### src/rtl/mem_stage_dmem_if_pkg.sv
// Shared definitions for the MEM stage data-memory interface.
package mem_stage_dmem_if_pkg;

    localparam int INTERNAL_BITS = 32;

    // M control field bit positions: {branch, mem_read, mem_write}
    localparam int M_BRANCH = 2;
    localparam int M_READ   = 1;
    localparam int M_WRITE  = 0;

    // WB control field bit positions: {reg_write, mem_to_reg}
    localparam int WB_REGWRITE = 1;
    localparam int WB_MEMTOREG = 0;

    typedef enum logic {
        S_IDLE = 1'b0,
        S_BUSY = 1'b1
    } dmem_state_t;

endpackage

### src/rtl/mem_stage_dmem_if_mem_wb_reg.sv
// MEM/WB pipeline register. A bubble clears the WB control field and holds
// the remaining fields, so no register write can occur from a bubble.
import mem_stage_dmem_if_pkg::*;

module mem_wb_reg (
    input  logic                     clk,
    input  logic                     rst,
    input  logic                     bubble,
    input  logic [1:0]               wb_in,
    input  logic [INTERNAL_BITS-1:0] rdata_in,
    input  logic [INTERNAL_BITS-1:0] alu_in,
    input  logic [4:0]               dst_in,
    output logic [1:0]               wb_out,
    output logic [INTERNAL_BITS-1:0] rdata_out,
    output logic [INTERNAL_BITS-1:0] alu_out,
    output logic [4:0]               dst_out
);

    // Load stage values, or insert a bubble that only kills the WB control.
    always_ff @(posedge clk or posedge rst) begin
        if (rst) begin
            wb_out    <= 2'b00;
            rdata_out <= {INTERNAL_BITS{1'b0}};
            alu_out   <= {INTERNAL_BITS{1'b0}};
            dst_out   <= 5'd0;
        end else if (bubble) begin
            wb_out    <= 2'b00;
        end else begin
            wb_out    <= wb_in;
            rdata_out <= rdata_in;
            alu_out   <= alu_in;
            dst_out   <= dst_in;
        end
    end

endmodule

### src/rtl/mem_stage_dmem_if.sv
// MEM stage: decodes the M field, runs load/store accesses over a req/ack
// handshake, stalls the front of the pipe while an access is outstanding and
// resolves the branch decision.
// Optional build macro DMEM_MISALIGN_CHK_EN: misaligned accesses are dropped
// and flagged on a sticky misalign_err.
import mem_stage_dmem_if_pkg::*;

module mem_stage_dmem_if (
    input  logic                     clk,
    input  logic                     rst,
    input  logic [1:0]               WB_in,
    input  logic [2:0]               M_in,
    input  logic [INTERNAL_BITS-1:0] ALU_result_in,
    input  logic [INTERNAL_BITS-1:0] ALU_src2_in,
    input  logic                     ALU_zero_in,
    input  logic [INTERNAL_BITS-1:0] PC_in,
    input  logic [4:0]               REG_dst_in,
    output logic                     dmem_req,
    output logic                     dmem_we,
    output logic [INTERNAL_BITS-1:0] dmem_addr,
    output logic [INTERNAL_BITS-1:0] dmem_wdata,
    input  logic                     dmem_ack,
    input  logic [INTERNAL_BITS-1:0] dmem_rdata,
    output logic                     stall,
    output logic                     pc_src,
    output logic [INTERNAL_BITS-1:0] branch_target,
    output logic [1:0]               WB_out,
    output logic [INTERNAL_BITS-1:0] mem_rdata_out,
    output logic [INTERNAL_BITS-1:0] ALU_result_out,
    output logic [4:0]               REG_dst_out,
    output logic                     misalign_err
);

    dmem_state_t              state_r;
    logic                     acc_s;
    logic                     misalign_s;
    logic                     start_s;
    logic                     stall_s;
    logic                     bubble_s;
    logic [INTERNAL_BITS-1:0] rdata_sel_s;

    assign acc_s = M_in[M_READ] | M_in[M_WRITE];

`ifdef DMEM_MISALIGN_CHK_EN
    assign misalign_s = acc_s & (ALU_result_in[1:0] != 2'b00);
`else
    assign misalign_s = 1'b0;
`endif

    // A new access is launched only from IDLE and only if it is allowed.
    assign start_s = (state_r == S_IDLE) & acc_s & ~misalign_s;

    // Branches never touch memory, so the decision is independent of stall.
    assign pc_src        = M_in[M_BRANCH] & ALU_zero_in;
    assign branch_target = PC_in;
    assign stall         = stall_s;

    // Stall, bubble and load-data selection for the current state.
    always_comb begin
        stall_s     = 1'b0;
        bubble_s    = 1'b0;
        rdata_sel_s = {INTERNAL_BITS{1'b0}};
        case (state_r)
            S_IDLE: begin
                if (acc_s) begin
                    stall_s  = ~misalign_s;
                    bubble_s = 1'b1;
                end else begin
                    stall_s  = 1'b0;
                    bubble_s = 1'b0;
                end
            end
            S_BUSY: begin
                stall_s  = ~dmem_ack;
                bubble_s = ~dmem_ack;
                if (dmem_we) begin
                    rdata_sel_s = {INTERNAL_BITS{1'b0}};
                end else begin
                    rdata_sel_s = dmem_rdata;
                end
            end
            default: begin
                stall_s     = 1'b0;
                bubble_s    = 1'b1;
                rdata_sel_s = {INTERNAL_BITS{1'b0}};
            end
        endcase
    end

    // Access FSM with the request registers; fields are frozen while BUSY.
    always_ff @(posedge clk or posedge rst) begin
        if (rst) begin
            state_r    <= S_IDLE;
            dmem_req   <= 1'b0;
            dmem_we    <= 1'b0;
            dmem_addr  <= {INTERNAL_BITS{1'b0}};
            dmem_wdata <= {INTERNAL_BITS{1'b0}};
        end else begin
            case (state_r)
                S_IDLE: begin
                    if (start_s) begin
                        state_r    <= S_BUSY;
                        dmem_req   <= 1'b1;
                        dmem_we    <= M_in[M_WRITE];
                        dmem_addr  <= ALU_result_in;
                        dmem_wdata <= ALU_src2_in;
                    end else begin
                        state_r    <= S_IDLE;
                    end
                end
                S_BUSY: begin
                    if (dmem_ack) begin
                        state_r  <= S_IDLE;
                        dmem_req <= 1'b0;
                    end else begin
                        state_r  <= S_BUSY;
                    end
                end
                default: begin
                    state_r  <= S_IDLE;
                    dmem_req <= 1'b0;
                end
            endcase
        end
    end

`ifdef DMEM_MISALIGN_CHK_EN
    // Sticky misalignment flag, cleared only by reset.
    always_ff @(posedge clk or posedge rst) begin
        if (rst) begin
            misalign_err <= 1'b0;
        end else if ((state_r == S_IDLE) && misalign_s) begin
            misalign_err <= 1'b1;
        end else begin
            misalign_err <= misalign_err;
        end
    end
`else
    assign misalign_err = 1'b0;
`endif

    mem_wb_reg u_mem_wb_reg (
        .clk       (clk),
        .rst       (rst),
        .bubble    (bubble_s),
        .wb_in     (WB_in),
        .rdata_in  (rdata_sel_s),
        .alu_in    (ALU_result_in),
        .dst_in    (REG_dst_in),
        .wb_out    (WB_out),
        .rdata_out (mem_rdata_out),
        .alu_out   (ALU_result_out),
        .dst_out   (REG_dst_out)
    );

endmodule

### config.mk
export PLATFORM = sky130hd
export DESIGN_NAME = mem_stage_dmem_if
export DESIGN_NICKNAME = d
export VERILOG_FILES = /design/src/rtl/mem_stage_dmem_if_pkg.sv /design/src/rtl/mem_stage_dmem_if_mem_wb_reg.sv /design/src/rtl/mem_stage_dmem_if.sv
export SDC_FILE = /design/constraint.sdc
export NUM_CORES = 1
export LEC_CHECK = 0
export ABC_AREA = 0
export BUFFER_PORTS_ARGS = -buffer_cell sky130_fd_sc_hd__buf_2
export CAP_MARGIN = 15
export CORE_AREA = 2 2 121 123
export CTS_CLUSTER_DIAMETER = 120
export DETAILED_ROUTE_END_ITERATION = 6
export DIE_AREA = 0 0 123 125
export PLACE_DENSITY = 0.74
export SYNTH_ARGS = -nofsm -noshare
export SYNTH_HDL_FRONTEND = slang
export SYNTH_SLANG_ARGS = --single-unit
### constraint.sdc
create_clock -name clk -period 5.7 [get_ports clk]
set_input_delay 0.285 -clock clk [delete_from_list [all_inputs] [get_ports clk]]
set_output_delay 0.285 -clock clk [all_outputs]
set_load 0.03 [all_outputs]
After elaboration in Yosys (flattened, before gate mapping)
Cells that the tools add are included.
{"block": "word_totals", "reg_bits": 138, "latch_bits": 0, "mem_bits_rw": 0, "rom_bits": 0, "out_inout_bits": 172, "wordCells": 29, "mem_count": 0}
{"block": "classes", "add_sub_neg": 0, "multipliers": 0, "n_div": 0, "n_lt_le_gt_ge": 0, "eq_ne": 2, "shifts": 0, "mux": 11, "bitwise": 5, "reduce_logical": 2}
{"operator": "2-to-1 mux 32 bit", "n": 2}
{"operator": "one-hot mux 1 bit (2 select lines)", "n": 3}
{"operator": "2-to-1 mux 1 bit", "n": 5}
{"operator": "inequality test 2 bit (second input constant)", "n": 2}
{"operator": "AND reduction 2 bit", "n": 2}
{"operator": "AND 1 bit", "n": 2}
{"operator": "2-to-1 mux 2 bit", "n": 1}
{"operator": "NOT 1 bit", "n": 2}
{"operator": "bitwise OR 1 bit", "n": 1}

Longest topological paths before layout
Gate-level depths: netlist of run 1.
{"block": "depth", "word_depth": 4, "mapped_depth": 5}

Modules after synthesis
Synthesis of run 1 repeated with hierarchy kept, for this count alone.
{"block": "hier_totals", "hier_cells": 370, "hier_area_um2": 6278.5}
{"module": "mem_stage_dmem_if", "n_inst": 1, "cells_per_inst": 219, "area_each_um2": 3306.9}
{"module": "mem_wb_reg", "n_inst": 1, "cells_per_inst": 151, "area_each_um2": 2971.6}

Worst setup path after synthesis of run 1
No wires, ideal clock.
{"block": "synth_path", "path_kind": "register to register", "start": "reg state_r", "end": "reg u_mem_wb_reg.rdata_out[0]", "arrival_time_ns": 1.252, "path_slack_ns": 4.327, "path_stages_with_launch": 5, "n_path_buf": 2, "cell_sequence": "dfrtp_1 > o31a_1 > buf_6 > buf_2 > a22o_1"}
{"block": "synth_via", "elab_chain_len": 2, "word_cells_on_any_way": 3, "cone_classes": "mux: 2; bitwise: 1"}
{"item": "from (decl)", "line": "mem_stage_dmem_if.sv:34", "rtl": "dmem_state_t state_r;"}
{"item": "from (signal assigned)", "line": "mem_stage_dmem_if.sv:93", "rtl": "state_r <= S_IDLE;"}
{"item": "from (signal assigned)", "line": "mem_stage_dmem_if.sv:102", "rtl": "state_r <= S_BUSY;"}
{"item": "from (signal assigned)", "line": "mem_stage_dmem_if.sv:108", "rtl": "state_r <= S_IDLE;"}
{"item": "NOT 1 bit (no source line)"}
{"item": "one-hot mux 1 bit (2 select lines) (*)"}
{"item": "via stall", "line": "mem_stage_dmem_if.sv:24", "rtl": "output logic stall,"}
{"item": "to (signal assigned)", "line": "mem_stage_dmem_if_mem_wb_reg.sv:23", "rtl": "rdata_out <= {INTERNAL_BITS{1'b0}};"}
{"item": "to (signal assigned)", "line": "mem_stage_dmem_if_mem_wb_reg.sv:30", "rtl": "rdata_out <= rdata_in;"}
{"item": "to (decl)", "line": "mem_stage_dmem_if_mem_wb_reg.sv:14", "rtl": "output logic [INTERNAL_BITS-1:0] rdata_out,"}
The timed path passes the listed nets; every way through them passes the cells marked *.
A chain may end at the register's enable or synchronous reset.

Final worst setup path of run 1
{"block": "layout_path", "start": "reg state_r", "end": "out stall"}
{"block": "layout_via", "elab_chain_len": 2}
{"item": "NOT 1 bit (no source line)"}
{"item": "one-hot mux 1 bit (2 select lines) (*)", "line": "mem_stage_dmem_if.sv:63", "rtl": "case (state_r)"}
{"item": "to (decl)", "line": "mem_stage_dmem_if.sv:24"}
Every way passes the cells marked *; elsewhere a longest branch is shown, timed or not.

==> results of run 1 <==
[registers in the layout (all words and copies together) (netlist names)]
name	cells
dmem_addr	32
dmem_wdata	32
u_mem_wb_reg.alu_out	32
u_mem_wb_reg.rdata_out	32
u_mem_wb_reg.dst_out	5
u_mem_wb_reg.wb_out	2
dmem_req	1
dmem_we	1
state_r	1
[cell usage in the layout (no fill, tap or decap), drive strengths merged]
cell         count
buf            252
nor2b            2
conb             1
mux2           102
dfrtp          138
clkinvlp         5
nor2             1
o21bai           1
o31a             1
dlygate4sd3      1
bufinv           5
a21boi           1
a22o            32
clkinv           3
nand2            1
inv              3
clkbuf          18
and2             1
[layer usage]
layer / track usage (%) / routed length, µm
met4: 7.286 / 280
met5: 0 / 0
met1: 18.29 / 4696
met2: 27.33 / 6337
met3: 5.931 / 990
[area by class of cell]
class,instances,share of cell area [%]
flip-flops and latches,138,47.49
multi-input cells,143,22.40
repair buffers,253,17.72
clock buffers,18,6.039
well taps,184,3.166
clock inverters,14,3.011
inverters,2,0.1721
[metrics by stage]
step           cells  total power [mW]
3_3_place_gp     718             2.260
4_1_cts          751             3.505
5_1_grt          752             3.622
3_5_place_dp     718             2.288
2_1_floorplan    334             2.016
6_report         752             3.463
[worst reg2reg max path, stage by stage, from the launching register on]
cell     delay (ns)
dfrtp_1        0.41
nand2_1        0.12
o31a_2         0.72
buf_4          0.66
mux2_4         0.42
[final timing paths]
kind / startpoint / to / slack (ns) / depth (start not counted)
min reg2reg: u_mem_wb_reg.rdata_out[3]$_DFFE_PP0N_ / u_mem_wb_reg.rdata_out[3]$_DFFE_PP0N_ / 0.50 / 1
max reg2reg: state_r$_DFF_PP0_ / u_mem_wb_reg.alu_out[2]$_DFFE_PP0N_ / 3.27 / 4
min: dmem_rdata[12] / u_mem_wb_reg.rdata_out[12]$_DFFE_PP0N_ / 0.09 / 2
max in group asynchronous: rst / dmem_wdata[29]$_DFFE_PP0P_ / 3.93 / 4
max: state_r$_DFF_PP0_ / stall / 2.76 / 4
min in group asynchronous: rst / dmem_wdata[17]$_DFFE_PP0P_ / 0.50 / 3
[power by group through the flow]
stage / Clock (mW) / Combinational [mW] / Sequential [mW]
floorplan: 0 / 0.334 / 1.68
global placement: 0 / 0.973 / 1.29
detailed placement: 0 / 0.992 / 1.30
CTS: 1.23 / 0.992 / 1.28
global route: 1.28 / 1.04 / 1.31
finish: 1.20 / 0.982 / 1.28
[cell families (layout without fill, tap and decap cells)]
logic type / after synthesis / in the layout / synth area share, %
flip-flops: 138 / 138 / 63.32
multiplexers: 102 / 102 / 23.47
buffers and inverters: 53 / 287 / 7.089
AO/OA/AOI/OAI: 35 / 35 / 5.575
AND/OR/NAND/NOR: 5 / 5 / 0.4817
other: 1 / 1 / 0.06876
==> flow_summary.toml, run 1 <==
[power]
swShare_pct = 32.90
power_switching_mw = 1.139
p_comb_share_pct = 28.3
clockPowerShare_pct = 34.6
p_seq_share_pct = 37.0
vdd_drop_max_v = 0.0002481
p_int_mw = 2.324
power.leakage_nw = 3.728
p_per_area_nw_per_um2 = 476.3

[sta]
setup_viol = 0
slew_headroom_pct = 42.74
final_hold_viol_count = 0
skew_ns = 0.007596
worst_pin_slew_ns = 0.8589
finalWorstSetupSlack_ns = 2.764
min_period_ns = 2.936
fmax_ghz = 0.3406
setup_tns_ns = 0
grt_setup_unrepaired = "no"
whs_ns = 0.09322
timing.final.crit_share_pct = 51.51
finalMaxSlewViolations = 0

[clock_network]
cts_setup_buffers = 0
clk_pin_slew_ns = 0.06
cts_tree = "yes"
holdBufCountCts = 1
cts_root_buf = "clkbuf_16"
worstSkewPairLatency_ns = 0.40
cts_resized = 0
htree_levels = 4
clockBufferDepth = 2
numCtsBuffers = 17
cts_num_sinks = 138

[logic_synthesis]
synth_ff_type = "dfrtp_1"
synth.area.top_cells = "dfrtp_1 63%, mux2_2 14%, mux2_4 9.6%"
yosys.area.top_type = "dfrtp_1"
synth_edf_count = 0
syn_nets = 476
synth_most_common_cell = "dfrtp_1"
syn_area_um2 = 5454
ys_async_sr_fraction_pct = 100.0
yosysSeqAreaShare_pct = 63.32
ys_warn_count = 0
syn_area_per_cell_um2 = 16.33
synth_top_area_share_pct = 63.32
synth_seq_cells = 138
synthCells = 334
synth.distinct_cells = 17
synth_common_cells = "138 x dfrtp_1, 67 x mux2_2, 38 x buf_4"

[drt]
drc_errors = 0
ant_nets = 0
finalWirelength_mm = 12.31
drt_first_pass_iters = 4
vias_per_cell = 4.749
drt_iter0_markers = 101
wire_per_inst_um = 16.36
num_vias = 3571

[final_layout]
drive_gt1_share_pct = 68.66
fin_nets = 697
final_area_um2 = 7272
diodes = 0
multiInputGateArea_um2 = 1629
area_delta_synth_final_pct = 33.33
regArea_um2 = 3453
final_util_pct = 51.20
nFillCells = 1229

[global_routing]
antenna_found_initial = 0
grt_max_degree = 71
grt_pass1_wl_mm = 19.14
grt_pass1_vias = 3723
grtUsageTotal_pct = 16.25
grt_overflow = 0

[placement]
gp_congestion = 0.7725
dpl_worst_slack_ns = 3.157
port_buffers = 248
place_area_um2 = 6589
dp_hpwl_mm = 8.894

[worst_setup_path]
critPathMaxStageDelay_ns = 0.72
worstPathMaxFanout = 50
worstSetupEndpointType = "primary output"
path_buf_inv = 2
crit_chain = "nand2_1 -> o31a_2 -> buf_4 -> buf_2"
crit_arrival_ns = 2.65
cp_top_family = "buffers and inverters"
cp_slowest_cell = "o31a_2"
critPathKind = "register to primary output"
start_kind = "register"
crit_required_ns = 5.41

[floorplan]
core_um2 = 14200
chipHeight_um = 125
die-area_um2 = 15380
start_util_pct = 38.40
fp.dieW_um = 123
placementRows = 44
io_pins = 314

[min_path]
hold_path_class = "input pin to register"

[run_status]
status = "complete, no violations"

[run]
max_cap_violations = 0
Note: power is estimated with default switching activity, not from simulation.
==> inputs of run 2 (changes only) <==
--- a/config.mk
+++ b/config.mk
@@ -8,11 +8,11 @@
 export ABC_AREA = 0
 export BUFFER_PORTS_ARGS = -buffer_cell sky130_fd_sc_hd__buf_2
 export CAP_MARGIN = 15
-export CORE_AREA = 2 2 121 123
+export CORE_ASPECT_RATIO = 0.75
+export CORE_UTILIZATION = 40
 export CTS_CLUSTER_DIAMETER = 120
 export DETAILED_ROUTE_END_ITERATION = 6
-export DIE_AREA = 0 0 123 125
-export PLACE_DENSITY = 0.74
+export PLACE_DENSITY = 0.79
 export SYNTH_ARGS = -nofsm -noshare
 export SYNTH_HDL_FRONTEND = slang
 export SYNTH_SLANG_ARGS = --single-unit
==> constraint.sdc (replaced) <==
create_clock -name clk -period 2.7 [get_ports clk]
set_input_delay 0.135 -clock clk [delete_from_list [all_inputs] [get_ports clk]]
set_output_delay 0.135 -clock clk [all_outputs]
set_load 0.03 [all_outputs]
==> flow_summary.toml, run 2 (synthesis gave the netlist of run 1 again) <==
[power]
finalPower_mw = 7.094
power_switching_mw = 2.421
power.leakage_nw = 4.134
p_int_mw = 4.674
clockPowerShare_pct = 30.4
p_seq_share_pct = 38.3
vdd_drop_max_v = 0.0005012
swShare_pct = 34.12
p_comb_share_pct = 31.3
p_per_area_nw_per_um2 = 862.9

[clock_network]
htree_levels = 4
cts_root_buf = "clkbuf_16"
numCtsBuffers = 17
clockBufferDepth = 2
worstSkewPairLatency_ns = 0.42
cts_tree = "yes"
clk_pin_slew_ns = 0.05
cts_num_sinks = 138

[global_routing]
grt_overflow = 0
grt.busiest_layer = "met2"
grt_pass1_wl_mm = 21.39
grtUsageTotal_pct = 20.41
grt_use_met1_pct = 22.56
use_met2_pct = 35.92
grt_use_met3_pct = 6.490
grt_max_degree = 79
antenna_found_initial = 0
grt_pass1_vias = 4252

[final_layout]
layout_common_cells = "248 x buf_2, 138 x dfrtp_1, 104 x dlygate4sd3_1, 67 x mux2_2, 35 x mux2_4"
nFillCells = 958
final_util_pct = 62.51
area_delta_synth_final_pct = 50.75
diodes = 0
multiInputGateArea_um2 = 1629
drive_gt1_share_pct = 57.59
fin_nets = 802
regArea_um2 = 3453
final_common_cell = "buf_2"

[drt]
ant_nets = 0
vias_per_cell = 4.724
wire_per_inst_um = 16.70
drc_errors = 0
drt_iter0_markers = 73
drt_first_pass_iters = 4
num_vias = 3982
finalWirelength_mm = 14.08

[placement]
dp_hpwl_mm = 8.617
gp_congestion = 0.7348
port_buffers = 248
dpl_worst_slack_ns = 1.037

[floorplan]
placementRows = 36
chipHeight_um = 103.1
start_util_pct = 41.47
core_um2 = 13150
io_pins = 314
fp.dieW_um = 136.8
die-area_um2 = 14110

[worst_setup_path]
critPathLaunch = "state_r$_DFF_PP0_"
r2r_start = "state_r$_DFF_PP0_"
critPathKind = "register to primary output"
crit_required_ns = 2.57
worstPathMaxFanout = 44
worstSetupEndpointType = "primary output"
start_kind = "register"
crit_arrival_ns = 1.84

[sta]
worst_pin_slew_ns = 0.5580
slew_headroom_pct = 62.80
setup_tns_ns = 0
final_hold_viol_count = 0
finalMaxSlewViolations = 0
min_period_ns = 1.979
skew_ns = 0.006942
setup_viol = 0
whs_ns = 0.03484
finalWorstSetupSlack_ns = 0.7214
fmax_ghz = 0.5054
grt_setup_unrepaired = "no"
timing.final.crit_share_pct = 73.28

[min_path]
hold_path_class = "input pin to register"
worstHoldStart = "M_in[0]"

[run]
max_cap_violations = 0

[run_status]
status = "complete, no violations"
run 2: area by class of cell:
class,instances,share of cell area (%)
Sequential cell,138,42.00
Timing Repair Buffer,358,28.76
Multi-Input combinational cell,143,19.81
Clock buffer,24,5.859
Tap cell,171,2.602
Clock inverter,7,0.8218
Inverter,2,0.1370
run 2: metrics by stage:
step	instance area [µm²]	instances
finish	8222	843
detailed placement	6631	708
floorplan	5458	334
global placement	6631	708
global route	8222	843
CTS	8222	843
run 2: layer usage:
metal  vias to the layer above  part of all wire [%]
met5                         -                     0
met2                       179                    51
li1                       1798                     -
met4                         0                   2.3
met3                        34                   7.2
met1                      1971                    40
run 2: worst paths after layout:
check,to,slack (ns),cells after the start
max,stall,0.72,4
min,dmem_we$_DFFE_PP0P_,0.03,2
max reg2reg,u_mem_wb_reg.alu_out[30]$_DFFE_PP0N_,1.05,4
min reg2reg,dmem_wdata[22]$_DFFE_PP0P_,0.50,1
max in group asynchronous,u_mem_wb_reg.alu_out[1]$_DFFE_PP0N_,1.90,4
min in group asynchronous,dmem_wdata[17]$_DFFE_PP0P_,0.17,3
run 2: power by group through the flow:
stage | Sequential [mW] | Clock [mW] | Combinational (mW)
2_1_floorplan | 3.55 | 0 | 0.706
4_1_cts | 2.71 | 2.21 | 2.22
3_5_place_dp | 2.73 | 0 | 2.11
3_3_place_gp | 2.71 | 0 | 2.06
5_1_grt | 2.76 | 2.29 | 2.34
6_report | 2.72 | 2.16 | 2.22
run 2: critical path, stage by stage, from the launching register on:
cell and delay, ns:
dfrtp_1 0.39, nand2_1 0.11, o31a_2 0.16, buf_4 0.44
buf_2 0.31
run 2: timing repair:
item,in CTS,in global routing
hold buffers,104,0
setup buffers,0,0
resized for setup,0,0
hold endpoints to repair,273,0
